### src/rtl/frame_sum_accumulator.sv
// frame_sum_accumulator
//   Consumes fixed-length frames of K_SIZE unsigned samples over a valid/ready
//   input, sums each frame into a SUM_W-bit accumulator (wrapping modulo
//   2^SUM_W), and holds the result on a valid/ready output until it is taken.
//
// Ports
//   clk, rst_n         : clock, asynchronous active-low reset
//   s_valid/s_ready    : sample handshake (s_ready high only while accumulating)
//   s_data [DATA_W]    : sample, zero-extended before the add
//   m_valid/m_ready    : result handshake (m_valid high only while holding)
//   m_sum [SUM_W]      : frame sum modulo 2^SUM_W
//   m_sat [DATA_W]     : m_sum clamped to 2^DATA_W-1
//   m_overflow         : a carry out of SUM_W bits occurred during the frame
module frame_sum_accumulator #(
    parameter int K_SIZE = 500,
    parameter int DATA_W = 8,
    parameter int SUM_W  = 32
) (
    input  logic              clk,
    input  logic              rst_n,
    input  logic              s_valid,
    output logic              s_ready,
    input  logic [DATA_W-1:0] s_data,
    output logic              m_valid,
    input  logic              m_ready,
    output logic [SUM_W-1:0]  m_sum,
    output logic [DATA_W-1:0] m_sat,
    output logic              m_overflow
);

    localparam int CNT_W = $clog2(K_SIZE + 1);
    localparam logic [CNT_W-1:0] LAST = CNT_W'(K_SIZE - 1);

    localparam logic [0:0] ST_ACC  = 1'b0;
    localparam logic [0:0] ST_HOLD = 1'b1;

    // Saturation limit widened to SUM_W+1 so the compare is legal even when
    // SUM_W == DATA_W (in which case it can never trip).
    localparam logic [SUM_W:0] SAT_LIM = {{(SUM_W + 1 - DATA_W){1'b0}}, {DATA_W{1'b1}}};

    logic [0:0]       state;
    logic [SUM_W-1:0] acc;
    logic [CNT_W-1:0] cnt;
    logic             ovf;

    logic [SUM_W:0]   add;
    logic [SUM_W-1:0] nxt;
    logic             carry;

    // Handshake outputs depend on state only, never on s_valid / m_ready.
    assign s_ready = (state == ST_ACC);
    assign m_valid = (state == ST_HOLD);

    assign add   = {1'b0, acc} + {{(SUM_W + 1 - DATA_W){1'b0}}, s_data};
    assign nxt   = add[SUM_W-1:0];
    assign carry = add[SUM_W];

    always_ff @(posedge clk or negedge rst_n) begin
        if (!rst_n) begin
            state      <= ST_ACC;
            acc        <= '0;
            cnt        <= '0;
            ovf        <= 1'b0;
            m_sum      <= '0;
            m_sat      <= '0;
            m_overflow <= 1'b0;
        end else begin
            case (state)
                ST_ACC: begin
                    if (s_valid) begin
                        if (cnt == LAST) begin
                            // Last sample: publish the result and start the
                            // next frame from a clean accumulator.
                            m_sum      <= nxt;
                            m_overflow <= ovf | carry;
                            m_sat      <= ({1'b0, nxt} > SAT_LIM) ? {DATA_W{1'b1}}
                                                                  : nxt[DATA_W-1:0];
                            acc        <= '0;
                            cnt        <= '0;
                            ovf        <= 1'b0;
                            state      <= ST_HOLD;
                        end else begin
                            acc <= nxt;
                            cnt <= cnt + CNT_W'(1);
                            ovf <= ovf | carry;
                        end
                    end
                end
                default: begin
                    // Result registers are left untouched while holding.
                    if (m_ready) state <= ST_ACC;
                end
            endcase
        end
    end

endmodule

### config.mk
export PLATFORM = sky130hd
export DESIGN_NAME = frame_sum_accumulator
export DESIGN_NICKNAME = d
export VERILOG_FILES = /design/src/rtl/frame_sum_accumulator.sv
export SDC_FILE = /design/constraint.sdc
export NUM_CORES = 1
export LEC_CHECK = 0
export ABC_CLOCK_PERIOD_IN_PS = 3490
export BUFFER_PORTS_ARGS = -buffer_cell sky130_fd_sc_hd__buf_4
export CAP_MARGIN = 0
export CORE_ASPECT_RATIO = 1.25
export CORE_UTILIZATION = 45
export DETAILED_ROUTE_END_ITERATION = 8
export GPL_TIMING_DRIVEN = 0
export SLEW_MARGIN = 20
export SYNTH_ARGS = -nofsm -noshare
export SYNTH_HDL_FRONTEND = slang
export SYNTH_SLANG_ARGS = --single-unit
export TNS_END_PERCENT = 50
### constraint.sdc
create_clock -name clk -period 3.49 [get_ports clk]
set_input_delay 0.5235 -clock clk [delete_from_list [all_inputs] [get_ports clk]]
set_output_delay 0.5235 -clock clk [all_outputs]
set_load 0.05 [all_outputs]
Yosys cells after proc, flatten, opt, wreduce, memory -nomap -nowiden
Index checks and enable logic that the tools add are counted.
{"block": "totals", "register_bits": 84, "latch_bits": 0, "mem_bits_rw": 0, "rom_bits": 0, "output_inout_bits": 43, "wordCells": 23, "mem_count": 0}
{"block": "classes", "addsub": 2, "multipliers": 0, "div": 0, "magnitude_cmp": 1, "n_eq_ne": 1, "shifts": 0, "n_mux": 8, "n_bitwise": 2, "n_reduce_logical": 2}
{"op": "adder 32 x 8 -> 33 bit", "count": 1}
{"op": "> comparator 32 x 8 -> 1 bit, second input constant", "count": 1}
{"op": "2-to-1 mux 32 bit", "count": 1}
{"op": "adder 9 x 1 -> 9 bit, second input constant", "count": 1}
{"op": "== test 9 bit, second input constant", "count": 1}
{"op": "2-to-1 mux 9 bit", "count": 1}
{"op": "2-to-1 mux 8 bit", "count": 1}
{"op": "2-to-1 mux 1 bit", "count": 5}
{"op": "AND reduction 3 bit", "count": 1}
{"op": "AND reduction 2 bit", "count": 1}
{"op": "NOT 1 bit", "count": 1}
{"op": "OR 1 bit", "count": 1}

Depth between registers and ports, before layout
{"block": "logic_depth", "depth_word": 4, "mapped_depth": 12, "depth_no_buf": 11}

Worst setup path before layout
Ideal clock, no wire load.
{"block": "synth_path", "path_type": "input to register", "start": "input port s_data[0]", "end": "register m_sat[0]", "setup_time_ns": 0.121, "arrival_ns": 3.152, "slack_ns": 0.216, "path_stages": 12, "n_path_buf": 1, "cell_sequence": "ha_1 -> inv_1 -> fa_1 -> nand2b_1 -> a21o_1 -> a21o_1 -> clkbuf_1 -> or4_4 -> o21a_1 -> nor4_2 -> nand4_2 -> o22a_1"}
{"block": "synth_via", "elab_chain_len": 3}
{"element": "from (decl)", "line": "23", "rtl": "input logic [DATA_W-1:0] s_data,"}
{"element": "adder 32 x 8 -> 33 bit *", "line": "54", "rtl": "assign add = {1'b0, acc} + {{(SUM_W + 1 - DATA_W){1'b0}}, s_data};"}
{"element": "> comparator 32 x 8 -> 1 bit", "line": "76", "rtl": "m_sat <= ({1'b0, nxt} > SAT_LIM) ? {DATA_W{1'b1}}"}
{"element": "2-to-1 mux 8 bit *", "line": "76"}
{"element": "to (signal assigned)", "line": "76"}
{"element": "to (decl)", "line": "27", "rtl": "output logic [DATA_W-1:0] m_sat,"}
Mark *: on every way between the ends. The rest lies on a longest branch, timed or not.
A chain may end at the register's enable or synchronous reset.

Worst setup path after layout
{"block": "layout_path", "start": "register acc[0]", "end": "register m_sat[0]"}
{"block": "layout_via", "elab_chain_len": 3}
{"element": "from (decl)", "line": "42", "rtl": "logic [SUM_W-1:0] acc;"}
{"element": "from (signal assigned)", "line": "83", "rtl": "acc <= nxt;"}
{"element": "adder 32 x 8 -> 33 bit *", "line": "54"}
{"element": "> comparator 32 x 8 -> 1 bit", "line": "76"}
{"element": "2-to-1 mux 8 bit *", "line": "76"}
Marks and branches as above.

==> impl_metrics.tcl <==
set metrics [dict create \
    first_pass_iters 7 \
    cts_sinks 84 \
    io_buffers 54 \
    hold_path_class "in -> async" \
    start_util_pct 46.1 \
    grt_pass1_vias 3925 \
    synth.distinct_cells 52 \
    wire_per_inst_um 17.4 \
    tightest_slew_ps 800 \
    clk_pin_slew_worst_paths_ps 60 \
    synth_cells 525 \
    status "complete, but fails checks" \
    fill_cells 956 \
    worstSetupPathType "reg -> reg" \
    synthTopCellsByArea "dfrtp_1 (45%), nand2_1 (8.5%), o21ai_0 (6.8%)" \
    path_delay_family "simple AND/OR/NAND/NOR gates" \
    synth_seq_area_share_pct 45.3 \
    grt-ovfl-total 0 \
    layout_min_cycle_time_ps 3320 \
    yosysTopAreaCell "dfrtp_1" \
    routabilityCongestion 0.888 \
    synth.most_common_cell "nand2_1" \
    violations "design-rule violations" \
    synth_nets 547 \
    timing.final.ws_setup_ps 173 \
    syn_area_um2 4640 \
    leakagePower_nw 2.48 \
    grt_start_max_net_pins 85 \
    end_kind "flop" \
    tritoncts "yes" \
    synth.top_cell.area_share_pct 45.3 \
    finalHoldViolCount 0 \
    final_area_um2 5570 \
    cp.arrival_ps 3550 \
    rows 41 \
    ys_ff_latch 84 \
    slowest_delay_ps 470 \
    die_h_um 115 \
    crit_buf_inv 2 \
    hpwlAfterDp_um 8740 \
    cts.path.max_buffers 2 \
    num_vias 4081 \
    maxCapViolCount 0 \
    die-area_um2 10700 \
    diodes 0 \
    synth_top_cells_by_count "nand2_1 (105), dfrtp_1 (84), o21ai_0 (63)" \
    cts_buffers 9 \
    fp.coreArea_um2 10100 \
    final_net_count 612 \
    cp-start-kind "flop" \
    place_ws_ps -454 \
    setup_viol 0 \
    avgSynthCellArea_um2 8.83 \
    slowest_stage "or4_4" \
    rsz0062_at_grt "no" \
    clk-insertion-delay-late_ps 350 \
    skew_ps 8.99 \
    path_max_fanout 10 \
    power.density_nw_per_um2 544 \
    max_freq_ghz 0.301 \
    fp.dieW_um 92.8 \
    cp_cell_sequence "ha_1 -> inv_1 -> fa_1 -> nand2b_1 -> a21o_1 -> a21o_4 -> or4_4 -> o21a_1 -> nor4_2 -> nand4_2 -> buf_4 -> o22a_1" \
    synth-edff-count 0 \
    dpl_cell_area_um2 5210 \
    relSlewSlack_pct 46.7 \
    ys.flop_type "dfrtp_1" \
    period_share_pct 95.0 \
    grt_usage_pct 24.8 \
    crit_required_ps 3720 \
    syn_to_final_growth_pct 20.1 \
    yosysWarnings 0 \
    holdWs_ps 227 \
    drcViolationCount 2 \
    grt_pass1_wl_um 20200 \
    routed_wl_um 12600 \
    synthArstFlopShare_pct 100 \
    drt-initial-drc-count 203 \
    drv_slew 0 \
    drive_above_1_share_pct 15.5 \
    antenna_found_initial 0 \
    drtAntennaViolNets 0 \
    peakVddDrop_v 0.000283 \
    cts-root-buf "clkbuf_16" \
    viasPerCell 5.64 \
    ios 55 \
    cts-htree-levels 3 \
]
-- cell type report --
class / instances / area, um2 / share of cell area, %
multi-input combinational: 393 / 2360 / 42.4
sequential: 84 / 2100 / 37.8
timing repair buffer: 55 / 417 / 7.48
clock buffer: 11 / 253 / 4.54
buffer: 38 / 168 / 3.01
tap: 129 / 161 / 2.90
clock inverter: 4 / 72.6 / 1.30
inverter: 9 / 33.8 / 0.607
-- registers in the layout, summed over array words and instances, names as in the netlist --
name        cells
m_sum          32
m_sat           8
m_valid         1
acc            32
m_overflow      1
cnt             9
ovf             1
-- per-layer routing --
layer  GRT usage, %  vias up  part of all wire (%)
li1               -     1977                     -
met1           31.6     1954                    44
met2           41.3      123                    48
met3           4.27       27                   4.6
met4           11.0        0                   2.8
met5              0        -                     0
-- metrics by stage --
step	setup TNS, ps	power (W)	utilization [%]	cells
detailed placement	-3570	0.00196	51.8	708
floorplan	0	0.00176	-	525
global placement	-3290	0.00194	51.8	708
global route	0	0.00318	55.4	723
finish	0	0.00303	55.4	723
CTS	0	0.00303	55.3	723
-- repair_timing --
item	in CTS	in global routing
setup endpoints to repair	8	8
hold buffers	0	0
buffers inserted	1	0
resized for setup	3	2
gates cloned	0	0
endpoints found under the hold margin	0	0
pin swaps	1	0
-- layout by cell type, fill, tap and decap left out, drive strengths merged, types with 9 or more instances in the layout --
cell type,count
nand2,106
dfrtp,84
buf,67
o21ai,63
clkbuf,37
xnor2,26
nor2,24
a21oi,16
nand3,15
nand4,15
xor2,14
nor3,13
o31ai,11
inv,9
ha,9
nor4,9
-- final timing paths --
path	cells after the start	start	slack (ps)	endpoint
worst max-delay path	12	acc[0]	170	m_sat[0]
worst min-delay path	1	rst_n	230	acc[16]
worst max register to register	12	acc[0]	170	m_sat[0]
worst min register to register	2	m_sum[7]	470	m_sum[7]
max in group asynchronous	1	rst_n	2700	m_sum[1]
min in group clk	2	m_ready	360	m_valid
-- cell families (layout without fill, tap and decap cells) --
| family | after synthesis | count (layout) | share of synthesized area (%) |
|---|---|---|---|
| flip-flops | 84 | 84 | 45.3 |
| AO/OA/AOI/OAI | 134 | 134 | 17.9 |
| buffers and inverters | 48 | 117 | 4.43 |
| XOR/XNOR | 40 | 40 | 7.56 |
| adder cells (fa/ha/maj) | 10 | 10 | 2.86 |
| multiplexers | 2 | 2 | 0.432 |
| AND/OR/NAND/NOR | 207 | 207 | 21.5 |
-- power breakdown --
group | switching (W) | total [W] | internal [W]
Clock | 0.000398 | 0.00106 | 0.000661
Combinational | 0.000494 | 0.000815 | 0.000320
Sequential | 0.0000830 | 0.00115 | 0.00107
Total | 0.000976 | 0.00303 | 0.00205
(Power assumes the default switching activity.)
